`src/rtl/uart_host_cmd_pkg.sv`:
```
// Shared constants, error codes and state encodings for the UART host command initiator.
package uart_host_cmd_pkg;

   localparam logic [7:0] SYNC_CMD   = 8'hA5;
   localparam logic [7:0] SYNC_RSP   = 8'h5A;
   localparam logic [7:0] CMD_STREAM = 8'h04;

   localparam logic [1:0] ERR_OK  = 2'b00;
   localparam logic [1:0] ERR_CHK = 2'b01;
   localparam logic [1:0] ERR_TMO = 2'b10;
   localparam logic [1:0] ERR_MIS = 2'b11;

   // Host-level sequencing; H_RX covers every RX_* state owned by the parser.
   typedef enum logic [2:0] {
      H_IDLE,
      H_TX_LOAD,
      H_TX_GAP,
      H_TX_WAIT,
      H_RX,
      H_DONE
   } host_state_t;

   typedef enum logic [2:0] {
      RX_HDR,
      RX_CMD,
      RX_LEN_H,
      RX_LEN_L,
      RX_D_H,
      RX_D_L,
      RX_CHK
   } rx_state_t;

   // Command frame checksum: XOR of the command byte and both argument bytes.
   function automatic logic [7:0] cmd_chk(input logic [7:0] code, input logic [15:0] arg);
      return code ^ arg[15:8] ^ arg[7:0];
   endfunction

endpackage

```
`src/rtl/uart_host_cmd_rsp_parser.sv`:
```
// Response frame parser: sync hunt, echo/length checks, sample assembly,
// running checksum and inter-byte timeout. Held cleared while not enabled.
module uart_rsp_parser
   import uart_host_cmd_pkg::*;
#(
   parameter int unsigned TIMEOUT_CYCLES = 20000,
   parameter int unsigned MAX_LEN        = 256
) (
   input  logic        clk,
   input  logic        rst,
   input  logic        enable,
   input  logic [7:0]  cmd_code,
   input  logic        rx_valid,
   input  logic [7:0]  rx_data,
   output logic        sample_valid,
   output logic [15:0] sample_data,
   output logic [15:0] sample_idx,
   output logic        fin,
   output logic [1:0]  err
);

   localparam int unsigned   TW       = $clog2(TIMEOUT_CYCLES + 1);
   localparam logic [TW-1:0] TMO_LAST = TW'(TIMEOUT_CYCLES - 1);

   rx_state_t     state, state_n;
   logic [TW-1:0] tmo_cnt;
   logic [7:0]    chk, len_hi, d_hi;
   logic [15:0]   remain, idx_next, len_full;
   logic          mis, over, tmo_hit, len_over;

   assign len_full = {len_hi, rx_data};
   assign len_over = {1'b0, len_full} > 17'(MAX_LEN);
   assign tmo_hit  = enable && !rx_valid && (tmo_cnt == TMO_LAST);

   // Parser state register.
   always_ff @(posedge clk) begin
      if (rst) state <= RX_HDR;
      else     state <= state_n;
   end

   // Next-state: advance one field per received byte; timeout or disable returns to sync hunt.
   always_comb begin
      state_n = state;
      if (!enable || tmo_hit) begin
         state_n = RX_HDR;
      end else if (rx_valid) begin
         case (state)
            RX_HDR:   if (rx_data == SYNC_RSP) state_n = RX_CMD;
            RX_CMD:   state_n = RX_LEN_H;
            RX_LEN_H: state_n = RX_LEN_L;
            RX_LEN_L: state_n = (len_full == 16'd0) ? RX_CHK : RX_D_H;
            RX_D_H:   state_n = RX_D_L;
            RX_D_L:   state_n = (remain == 16'd1) ? RX_CHK : RX_D_H;
            RX_CHK:   state_n = RX_HDR;
            default:  state_n = RX_HDR;
         endcase
      end
   end

   // Field capture, checksum accumulation, sample strobes and completion status.
   always_ff @(posedge clk) begin
      if (rst || !enable) begin
         tmo_cnt      <= '0;
         chk          <= '0;
         len_hi       <= '0;
         d_hi         <= '0;
         remain       <= '0;
         idx_next     <= '0;
         mis          <= 1'b0;
         over         <= 1'b0;
         sample_valid <= 1'b0;
         sample_data  <= '0;
         sample_idx   <= '0;
         fin          <= 1'b0;
         err          <= ERR_OK;
      end else begin
         sample_valid <= 1'b0;
         fin          <= 1'b0;
         tmo_cnt      <= rx_valid ? '0 : tmo_cnt + 1'b1;
         if (tmo_hit) begin
            fin <= 1'b1;
            err <= ERR_TMO;
         end else if (rx_valid) begin
            case (state)
               RX_HDR: begin
                  chk  <= '0;
                  mis  <= 1'b0;
                  over <= 1'b0;
               end
               RX_CMD: begin
                  chk <= chk ^ rx_data;
                  mis <= (rx_data != cmd_code);
               end
               RX_LEN_H: begin
                  chk    <= chk ^ rx_data;
                  len_hi <= rx_data;
               end
               RX_LEN_L: begin
                  chk    <= chk ^ rx_data;
                  remain <= len_full;
                  if (len_over) begin
                     over <= 1'b1;
                     mis  <= 1'b1;
                  end
               end
               RX_D_H: begin
                  chk  <= chk ^ rx_data;
                  d_hi <= rx_data;
               end
               RX_D_L: begin
                  chk    <= chk ^ rx_data;
                  remain <= remain - 16'd1;
                  if (!over) begin
                     sample_valid <= 1'b1;
                     sample_data  <= {d_hi, rx_data};
                     sample_idx   <= idx_next;
                     idx_next     <= idx_next + 16'd1;
                  end
               end
               RX_CHK: begin
                  fin <= 1'b1;
                  if (mis)                 err <= ERR_MIS;
                  else if (chk != rx_data) err <= ERR_CHK;
                  else                     err <= ERR_OK;
               end
               default: ;
            endcase
         end
      end
   end

endmodule

```
`src/rtl/uart_host_cmd.sv`:
```
// Host-side UART command initiator: sends a 5-byte command frame through
// uart_tx, then hands reception to uart_rsp_parser and reports completion.
module uart_host_cmd
   import uart_host_cmd_pkg::*;
#(
   parameter int unsigned TIMEOUT_CYCLES = 20000,
   parameter int unsigned MAX_LEN        = 256
) (
   input  logic        clk,
   input  logic        rst,
   input  logic        cmd_start,
   input  logic [7:0]  cmd_code,
   input  logic [15:0] cmd_arg,
   output logic        cmd_busy,
   input  logic        tx_busy,
   output logic        tx_start,
   output logic [7:0]  tx_data,
   input  logic        rx_valid,
   input  logic [7:0]  rx_data,
   output logic        sample_valid,
   output logic [15:0] sample_data,
   output logic [15:0] sample_idx,
   output logic        rsp_done,
   output logic [1:0]  rsp_err
);

   host_state_t state, state_n;
   logic [7:0]  code_q;
   logic [15:0] arg_q;
   logic [2:0]  byte_cnt;
   logic [7:0]  frame_byte;
   logic        p_en, p_fin;
   logic [1:0]  p_err;

   uart_rsp_parser #(
      .TIMEOUT_CYCLES(TIMEOUT_CYCLES),
      .MAX_LEN       (MAX_LEN)
   ) u_parser (
      .clk         (clk),
      .rst         (rst),
      .enable      (p_en),
      .cmd_code    (code_q),
      .rx_valid    (rx_valid),
      .rx_data     (rx_data),
      .sample_valid(sample_valid),
      .sample_data (sample_data),
      .sample_idx  (sample_idx),
      .fin         (p_fin),
      .err         (p_err)
   );

   // Command frame byte selected by the TX byte counter.
   always_comb begin
      case (byte_cnt)
         3'd0:    frame_byte = SYNC_CMD;
         3'd1:    frame_byte = code_q;
         3'd2:    frame_byte = arg_q[15:8];
         3'd3:    frame_byte = arg_q[7:0];
         default: frame_byte = cmd_chk(code_q, arg_q);
      endcase
   end

   // Host state register.
   always_ff @(posedge clk) begin
      if (rst) state <= H_IDLE;
      else     state <= state_n;
   end

   // Next-state and strobes; outputs decode from state so reset drops them immediately.
   always_comb begin
      state_n  = state;
      tx_start = 1'b0;
      tx_data  = '0;
      cmd_busy = (state != H_IDLE) && (state != H_DONE);
      rsp_done = (state == H_DONE);
      p_en     = (state == H_RX);
      case (state)
         H_IDLE:    if (cmd_start) state_n = H_TX_LOAD;
         H_TX_LOAD: begin
            if (!tx_busy) begin
               tx_start = 1'b1;
               tx_data  = frame_byte;
               state_n  = H_TX_GAP;
            end
         end
         H_TX_GAP:  state_n = H_TX_WAIT;
         H_TX_WAIT: if (!tx_busy) state_n = (byte_cnt == 3'd4) ? H_RX : H_TX_LOAD;
         H_RX:      if (p_fin) state_n = H_DONE;
         H_DONE:    state_n = H_IDLE;
         default:   state_n = H_IDLE;
      endcase
   end

   // Command latch, TX byte counter and held completion status.
   always_ff @(posedge clk) begin
      if (rst) begin
         code_q   <= '0;
         arg_q    <= '0;
         byte_cnt <= '0;
         rsp_err  <= ERR_OK;
      end else begin
         if (state == H_IDLE && cmd_start) begin
            code_q   <= cmd_code;
            arg_q    <= cmd_arg;
            byte_cnt <= '0;
         end
         if (state == H_TX_WAIT && !tx_busy && byte_cnt != 3'd4)
            byte_cnt <= byte_cnt + 3'd1;
         if (state == H_RX && p_fin)
            rsp_err <= p_err;
      end
   end

endmodule

```
`config.mk`:
```
export PLATFORM = sky130hd
export DESIGN_NAME = uart_host_cmd
export DESIGN_NICKNAME = d
export VERILOG_FILES = /design/src/rtl/uart_host_cmd_pkg.sv /design/src/rtl/uart_host_cmd_rsp_parser.sv /design/src/rtl/uart_host_cmd.sv
export SDC_FILE = /design/constraint.sdc
export NUM_CORES = 1
export LEC_CHECK = 0
export ABC_AREA = 1
export BUFFER_PORTS_ARGS = -buffer_cell sky130_fd_sc_hd__buf_4
export CAP_MARGIN = 20
export CORE_ASPECT_RATIO = 0.75
export CORE_UTILIZATION = 60
export DETAILED_ROUTE_END_ITERATION = 10
export PLACE_DENSITY_LB_ADDON = 0.2
export SYNTH_ARGS = -nofsm -noshare
export SYNTH_HDL_FRONTEND = slang
export SYNTH_HIERARCHICAL = 1
export SYNTH_SLANG_ARGS = --single-unit
export TNS_END_PERCENT = 30
```
`constraint.sdc`:
```
create_clock -name clk -period 4.2 [get_ports clk]
set_clock_uncertainty 0.1 [all_clocks]
set_input_delay 0.63 -clock clk [delete_from_list [all_inputs] [get_ports clk]]
set_output_delay 0.63 -clock clk [all_outputs]
set_load 0.02 [all_outputs]
```
==> Word level (Yosys, flattened, before mapping) <==
Index checks and enable logic that the tools add are counted.
{ "totals": {"regBits": 144, "in_bits": 37, "wordCells": 131} }
{ "classes": {"n_addsub": 4, "order_cmp": 1, "eq_ne": 28, "n_mux": 31, "bitwise_logic": 7, "reduce_logical": 40} }
{ "op_table": {"columns": ["op", "n"], "rows": [
  ["$pmux W16 S2", 1],
  ["$pmux W8 S4", 1],
  ["$mux W3", 8],
  ["$xor A8 B8 Y8", 3],
  ["$eq A3 B2 Y1 const B", 6],
  ["$eq A3 B3 Y1 const B", 6],
  ["$pmux W3 S6", 1],
  ["$add A16 B1 Y16 const B", 1],
  ["$eq A16 B1 Y1 const B", 1],
  ["$gt A16 B9 Y1 const B", 1],
  ["$logic_not A16 Y1", 1],
  ["$mux W8", 2],
  ["$ne A8 B8 Y1", 2],
  ["$pmux W8 S2", 1],
  ["$reduce_and A4 Y1", 4],
  ["$sub A16 B1 Y16 const B", 1],
  ["$add A15 B1 Y15 const B", 1],
  ["$eq A15 B15 Y1 const B", 1],
  ["$pmux W3 S5", 1],
  ["$mux W2", 6],
  ["$reduce_and A3 Y1", 4],
  ["$reduce_bool A2 Y1", 6],
  ["$eq A3 B1 Y1 const B", 3],
  ["$logic_not A3 Y1", 3],
  ["17 further kinds", 46]
]} }

==> Logic depth before layout (Yosys ltp) <==
Gate-level depths: netlist of run 1.
{ "depth": {"ltp_word": 6, "depth_mapped": 11, "ltp_nobuf": 10} }

==> By module <==
The synthesis of run 1 kept the hierarchy.
{ "modules_own_cells": {"columns": ["module", "n_inst", "cells_each", "area_per_inst_um2", "seq_area_each_um2"], "rows": [
  ["uart_rsp_parser", 1, 732, 5123.7, 2242.2],
  ["uart_host_cmd", 1, 270, 1767.9, 640.6]
]} }

==> Least setup slack after synthesis of run 1 <==
No wires, ideal clock.
{ "synth_path": {"path_kind": "reg2out", "from": "register byte_cnt[2]", "to": "output port tx_data[4]", "t_arrival_ns": 1.575, "slack_ns": 1.895, "stages_incl_launch_ff": 9, "cell_sequence": "dfxtp_1 clkbuf_1 inv_1 ha_1 buf_1 a21oi_1 o211ai_1 nand2_1 nor2_1"} }
{ "synth_via": {"elab_chain_len": 4} }
{ "synth_lines": {"columns": ["item", "line", "source"], "rows": [
  ["from (decl)", "uart_host_cmd.sv:30", "logic [2:0] byte_cnt;"],
  ["from (signal assigned)", "uart_host_cmd.sv:108", "byte_cnt <= byte_cnt + 3'd1;"],
  ["$eq A3 B2 Y1 (tied with other cells)", "uart_host_cmd.sv:54", "case (byte_cnt)"],
  ["$pmux W8 S4 (*)", "uart_host_cmd.sv:54", null],
  ["$mux W8 (*)", "uart_host_cmd.sv:80", "if (!tx_busy) begin"],
  ["$mux W8 (*)", "uart_host_cmd.sv:77", "case (state)"],
  ["to (decl)", "uart_host_cmd.sv:17", "output logic [7:0] tx_data,"]
]} }
Every way passes the cells marked *; elsewhere a longest branch is shown, timed or not.

==> Worst setup path after layout of run 1 <==
{ "layout_path": {"from": "register byte_cnt[2]", "to": "output port tx_data[6]"} }
Same word-level chain as after synthesis.

==> results of run 1 <==
[state kept, by name (all words and copies together), names as in the netlist]
| name | count |
|---|---|
| arg_q | 16 |
| u_parser/idx_next | 16 |
| u_parser/remain | 16 |
| u_parser/sample_data | 16 |
| u_parser/sample_idx | 16 |
| u_parser/tmo_cnt | 15 |
| code_q | 8 |
| u_parser/chk | 8 |
| u_parser/d_hi | 8 |
| u_parser/len_hi | 8 |
| byte_cnt | 3 |
| state | 3 |
| u_parser/state | 3 |
| rsp_err | 2 |
| u_parser/err | 2 |
| u_parser/fin | 1 |
| u_parser/mis | 1 |
| u_parser/over | 1 |
| u_parser/sample_valid | 1 |
[layout by cell type, fill, tap and decap left out, drive strengths merged, types with 8 or more instances in the layout]
master and instances:
xnor2 8, nand4 13, nor3 14, o21ai 110, nor2 152, clkbuf 17
ha 9, nand3 56, xor2 13, inv 115, dfxtp 144, nand2 193
buf 84, a21oi 121
[kinds of logic after synthesis]
kind of cell,synth area share
xor gates and xnor gates,0.02669
adders and majority gates,0.01634
buffers and inverters,0.08279
and+or+nand+nor,0.2696
muxes,0.001452
AOI/OAI and AO/OA,0.1848
DFF,0.4183
[synth_stat cells, types with 9 or more instances]
master / number / area, um2
nand2_1: 192 / 720.7
nor2_1: 145 / 544.3
dfxtp_1: 144 / 2883
a21oi_1: 121 / 605.6
o21ai_0: 98 / 490.5
inv_1: 97 / 364.1
nand3_1: 55 / 275.3
clkbuf_1: 15 / 56.30
buf_2: 13 / 65.06
nand4_1: 13 / 81.33
xor2_1: 13 / 113.9
nor3_1: 11 / 55.05
o21ai_1: 11 / 55.05
inv_2: 10 / 37.54
ha_1: 9 / 112.6
[critical path: stages (launching register included)]
cell and delay, ns:
dfxtp_1 0.65, inv_1 0.18, ha_1 0.36, a21oi_1 0.19, o211ai_1 0.11, nand2_1 0.07
nor2_1 0.05, buf_4 0.15
[worst paths after layout]
path	start	cells after the start	end	slack, ns
worst min register to register	u_parser/tmo_cnt[0]	1	u_parser/tmo_cnt[0]	0.34
worst min-delay path	u_parser/tmo_cnt[0]	1	u_parser/tmo_cnt[0]	0.34
worst max-delay path	byte_cnt[2]	7	tx_data[6]	1.27
worst max register to register	u_parser/state[2]	8	u_parser/idx_next[4]	1.67
[per-layer routing]
layer	part of all wire	GRT usage	up-vias
li1	-	-	3423
met1	0.48	0.4058	3037
met2	0.43	0.4440	254
met3	0.068	0.06289	30
met4	0.016	0.1054	0
met5	0	0	-
[cell type report]
| cell class | count | area, um2 | area share |
|---|---|---|---|
| Clock buffer | 17 | 425.4 | 0.05204 |
| Clock inverter | 15 | 200.2 | 0.02449 |
| Inverter | 110 | 415.4 | 0.05081 |
| Multi-Input combinational cell | 715 | 3446 | 0.4215 |
| Sequential cell | 144 | 2883 | 0.3526 |
| Tap cell | 140 | 175.2 | 0.02143 |
| Timing Repair Buffer | 84 | 630.6 | 0.07714 |
[stage by stage]
stage	utilization	cell area, um2	std cells
global placement	0.6823	7550	1193
global route	0.7388	8175	1225
CTS	0.7388	8175	1225
detailed placement	0.6823	7550	1193
finish	0.7388	8175	1225
floorplan	-	6892	1002
[power by group through the flow]
stage / sequential [mW] / clock (mW) / combinational [mW]
after global routing: 1.57 / 1.67 / 0.699
after floorplan: 1.56 / 0 / 0.456
final: 1.56 / 1.59 / 0.621
after detailed placement: 1.59 / 0 / 0.608
after CTS: 1.56 / 1.60 / 0.616
after global placement: 1.59 / 0 / 0.601
==> summary.md, run 1 <==
| Metric | Value |
|---|---|
| Clk_lat worst skew | between 0.4 and 0.5 ns |
| Arr. time, crit path | 2.20 ns |
| Slack of the critical path | between 1 and 1.5 ns |
| Psw | 1.147 mW |
| Clock network power share | 0.421 |
| Pwr Total | between 3 and 4 mW |
| Detailed Route Iter0 Violations | between 600 and 700 |
| FP Rows | 33 |
| Die Span Y | roughly 95 um |
| DRT antenna net count | 0 |
| Number of synthesized flops with an enable pin | 0 |
| Unique cell type count in the Yosys netlist | 40 |
| Mapped Nets | approximately 1000 |
| Number of global-route vias before repair | 5814 |
| Syn Area/Cell | approximately 6.9 um2 |
| Worst-margin pin slew | 1.048 ns |
| Via count | between 6000 and 7000 |
| Post-placement worst setup slack | between 1.5 and 2 ns |
| Drt pass-1 iters | 5 |
| Die ar. | 0.01192 mm2 |
| Postcts setup bufs | 0 |
| All-layer global routing usage | 0.2909 |
| Hold Slack | 0.3436 ns |
| Cell internal pwr | about 2.6 mW |
| Max-Cap Viols | 0 |
| Power share of the combinational group | 0.165 |
| DR DRC count | 0 |
| Root buf cell | clkbuf_16 |
| Run status | finished, final reports clean |
| Final GP Congestion | 0.9257 |
| Final period util | 0.6967 |
| Share of cells above drive strength 1 | 0.1327 |
| Ys flop type | dfxtp_1 |
| Setup crit end kind | primary output |
| Max Fclk | 0.3418 GHz |
| CTS H-tree lvls | 4 |
| RSZ-0062 raised after global routing | no |
| Switching share of power | 0.3041 |
| Min cycle time layout | 2.926 ns |
| Post-DR wirelength/cell | 13.89 um |
| Synth async-reset ratio | 0 |
| Critical Path Fanout Max | 15 |
| Port Buffers | 82 |
| Num Clock Sinks | roughly 140 |
| Hold_buf cts | 0 |
| Core area | around 0.011 mm2 |
| Cts repair resizes | 0 |
| Vias per std cell | approximately 5.5 |
| Initial Util | 0.6228 |
| Nets@finish | roughly 1100 |
| CTS Buffer Depth | 2 |
| Slew HR | 0.2991 |
| CTS tree | yes |
| Static leakage | between 3 and 4 nW |
| CP Launch Type | flop |
| Reg power frac | 0.414 |
| Syn Inst Count | roughly 1000 |
| Sequential area share after synthesis | 0.4183 |
| Cts bufs inserted | 17 |
| CP Class | flop to primary output |
| Final hold vios | 0 |
| Largest net degree at the start of global routing | 56 |
| Initial antenna violation count | 0 |
| Global-route wire length before repair | between 20000 and 30000 um |
| Yosys warns | 6 |
| Die Span X | approximately 130 um |
| Worst-path clk slew | ~0.060 ns |
| Diode count | 0 |
| Post-DP HPWL | around 12000 um |
| Boundary pin count | 83 |
| Final wirelength | between 15000 and 20000 um |
| Setup TNS | 0 ns |
| Synth Cell Area | 0.006892 mm2 |
| Min-Delay Path Class | flop to flop |
| Slew Limit Fails | 0 |
| Worst path required time | 3.47 ns |
| Setup violators final | 0 |
| Syn-to-layout area delta | 18.63% |
| Grt ovf | 0 |
| Fill cell count | 897 |
| PwrDens | 461.4 mW/mm2 |
| Synth Register Bits | between 100 and 150 |
| Worst VDD drop | 314.4 uV |
(Power assumes the default switching activity.)
==> inputs of run 2 (changes only) <==
--- a/config.mk
+++ b/config.mk
@@ -9,7 +9,7 @@
 export BUFFER_PORTS_ARGS = -buffer_cell sky130_fd_sc_hd__buf_4
 export CAP_MARGIN = 20
 export CORE_ASPECT_RATIO = 0.75
-export CORE_UTILIZATION = 60
+export CORE_UTILIZATION = 53
 export DETAILED_ROUTE_END_ITERATION = 10
 export PLACE_DENSITY_LB_ADDON = 0.2
 export SYNTH_ARGS = -nofsm -noshare
==> constraint.sdc (replaced) <==
create_clock -name clk -period 2.6 [get_ports clk]
set_clock_uncertainty 0.1 [all_clocks]
set_input_delay 0.39 -clock clk [delete_from_list [all_inputs] [get_ports clk]]
set_output_delay 0.39 -clock clk [all_outputs]
set_load 0.02 [all_outputs]
==> run 2 against run 1 <==
Net effect:
- clock power rose by 55%
- routed wire length grew 0.55%
- core utilization down 7.8 points
- critical path depth unchanged
- cell count grew 2.8%
- non-clock buffer count grew 8
- first-iteration DRC count down 18%
- register-to-register slack got worse by 1.0 ns
- worst hold slack worse by 0.23 ns
- sequential share of layout area is 0.32 points lower
- combinational power up 63%
- sequential power is 62% higher
- highest routed layer unchanged
==> summary.md, run 2 (synthesis results as in run 1) <==
| Metric | Value |
|---|---|
| Run status | finished, final reports clean |
| Vias per std cell | between 5 and 6 |
| Worst min-delay path startpoint | rst |
| Nets@finish | 1126 |
| Most common cell after layout, fill and taps aside | nand2_1 |
| Met3 GRT Util | 0.05581 |
| Multi-input gate area | 0.003446 mm2 |
| DRT antenna net count | 0 |
| Post-placement worst setup slack | approximately 0.56 ns |
| Die ar. | ~0.013 mm2 |
| Hold_buf cts | 0 |
| FP Rows | 35 |
| Setup crit end kind | primary output |
| Die Span X | 133.7 um |
| Setup TNS | 0 ns |
| Max Fclk | approximately 0.42 GHz |
| Worst-path clk slew | approximately 0.060 ns |
| Final period util | 0.9184 |
| Arr. time, crit path | approximately 1.9 ns |
| Global-route wire length before repair | ~28000 um |
| GR Util met1 | 0.3970 |
| Worst-margin pin slew | approximately 0.80 ns |
| Diode count | 0 |
| Post-route core utilization | 0.6610 |
| Core area | between 0.01 and 0.015 mm2 |
| Commonest non-fill, non-tap cells in the layout | 192 x nand2_1, 144 x nor2_1, 144 x dfxtp_1 |
| Detailed Route Iter0 Violations | 543 |
| Max-Cap Viols | 0 |
| Slew HR | 0.4649 |
| Min-Delay Path Class | primary input to flop |
| Die Span Y | around 100 um |
| Initial antenna violation count | 0 |
| Cts repair resizes | 0 |
| Placed instance area | between 0.007 and 0.008 mm2 |
| Grt peak-use layer | met1 |
| Clk_lat worst skew | roughly 0.42 ns |
| Static leakage | 3.340 nW |
| CTS Buffer Depth | 2 |
| Fill cell count | ~1200 |
| FF-to-FF Start | state[1] |
| Worst VDD drop | 497.6 uV |
| Boundary pin count | 83 |
| Slack of the critical path | 0.2122 ns |
| Final wirelength | ~17000 um |
| DR DRC count | 0 |
| Root buf cell | clkbuf_16 |
| Cts bufs inserted | 17 |
| Grt ovf | 0 |
| Post-Layout Inst Area | about 0.0082 mm2 |
| Final hold vios | 0 |
| GRT met2 Usage | 0.3722 |
| Worst path required time | about 2.1 ns |
| Min cycle time layout | 2.388 ns |
| PwrDens | slightly above 700 mW/mm2 |
| RSZ-0062 raised after global routing | no |
| CTS tree | yes |
| Setup violators final | 0 |
| Num Clock Sinks | ~140 |
| Share of cells above drive strength 1 | 0.1382 |
| Number of global-route vias before repair | just under 6000 |
| Hold Slack | around 0.11 ns |
| Post-DP HPWL | 11920 um |
| Syn-to-layout area delta | 19.70% |
| Critical Path Fanout Max | 8 |
| Postcts setup bufs | 0 |
| All-layer global routing usage | 0.2639 |
| Crit path from | byte_cnt[1] |
| CP Class | flop to primary output |
| Initial Util | 0.5522 |
| CP Launch Type | flop |
| Drt pass-1 iters | 5 |
| Port Buffers | 82 |
| Largest net degree at the start of global routing | roughly 70 |
| CTS H-tree lvls | 4 |
| Post-DR wirelength/cell | about 14 um |
| Register Area | roughly 0.0029 mm2 |
| Final GP Congestion | around 0.9 |
| Slew Limit Fails | 0 |
| Via count | about 6700 |
run 2: cell types whose count changed in the layout (fill, tap and decap cells not counted), sizes merged:
cell,before,now
clkinvlp,4,3
buf,84,92
inv,115,114
clkinv,3,4
clkbuf,17,19
bufinv,3,2
run 2: routing by layer:
layer	part of all wire	up-vias
li1	-	3443
met1	0.52	2990
met2	0.40	235
met3	0.068	21
met4	0.011	0
met5	0	-
run 2: worst paths after layout:
kind / end / slack (ns) / depth (start not counted)
max: tx_data[6] / 0.21 / 7
min: rsp_err[0] / 0.11 / 2
max reg2reg: u_parser/state[0] / 0.64 / 8
min reg2reg: u_parser/tmo_cnt[0] / 0.36 / 1
run 2: cell type report:
cell class | instances | share of cell area
clock buffer | 19 | 0.05369
clock inverter | 13 | 0.01835
inverter | 110 | 0.05036
multi-input combinational | 715 | 0.4177
sequential | 144 | 0.3495
tap | 166 | 0.02518
timing repair buffer | 92 | 0.08524
run 2: metrics by stage:
step / std cells / power (mW)
finish: 1259 / 6.005
global route: 1259 / 6.308
CTS: 1259 / 6.034
detailed placement: 1227 / 3.575
global placement: 1227 / 3.556
floorplan: 1002 / 3.258
run 2: critical path, stage by stage, from the launching register on:
cell,delay (ns)
dfxtp_1,0.39
ha_1,0.17
ha_1,0.33
a21oi_1,0.11
o211ai_1,0.10
nand2_1,0.07
nor2_1,0.15
buf_4,0.16
run 2: where the power goes:
part           internal, mW  total (mW)  leakage (nW)  switching [mW]
clock                  1.46        2.47         0.283            1.01
sequential             2.36        2.53          1.16           0.173
combinational         0.361        1.01          1.89           0.650
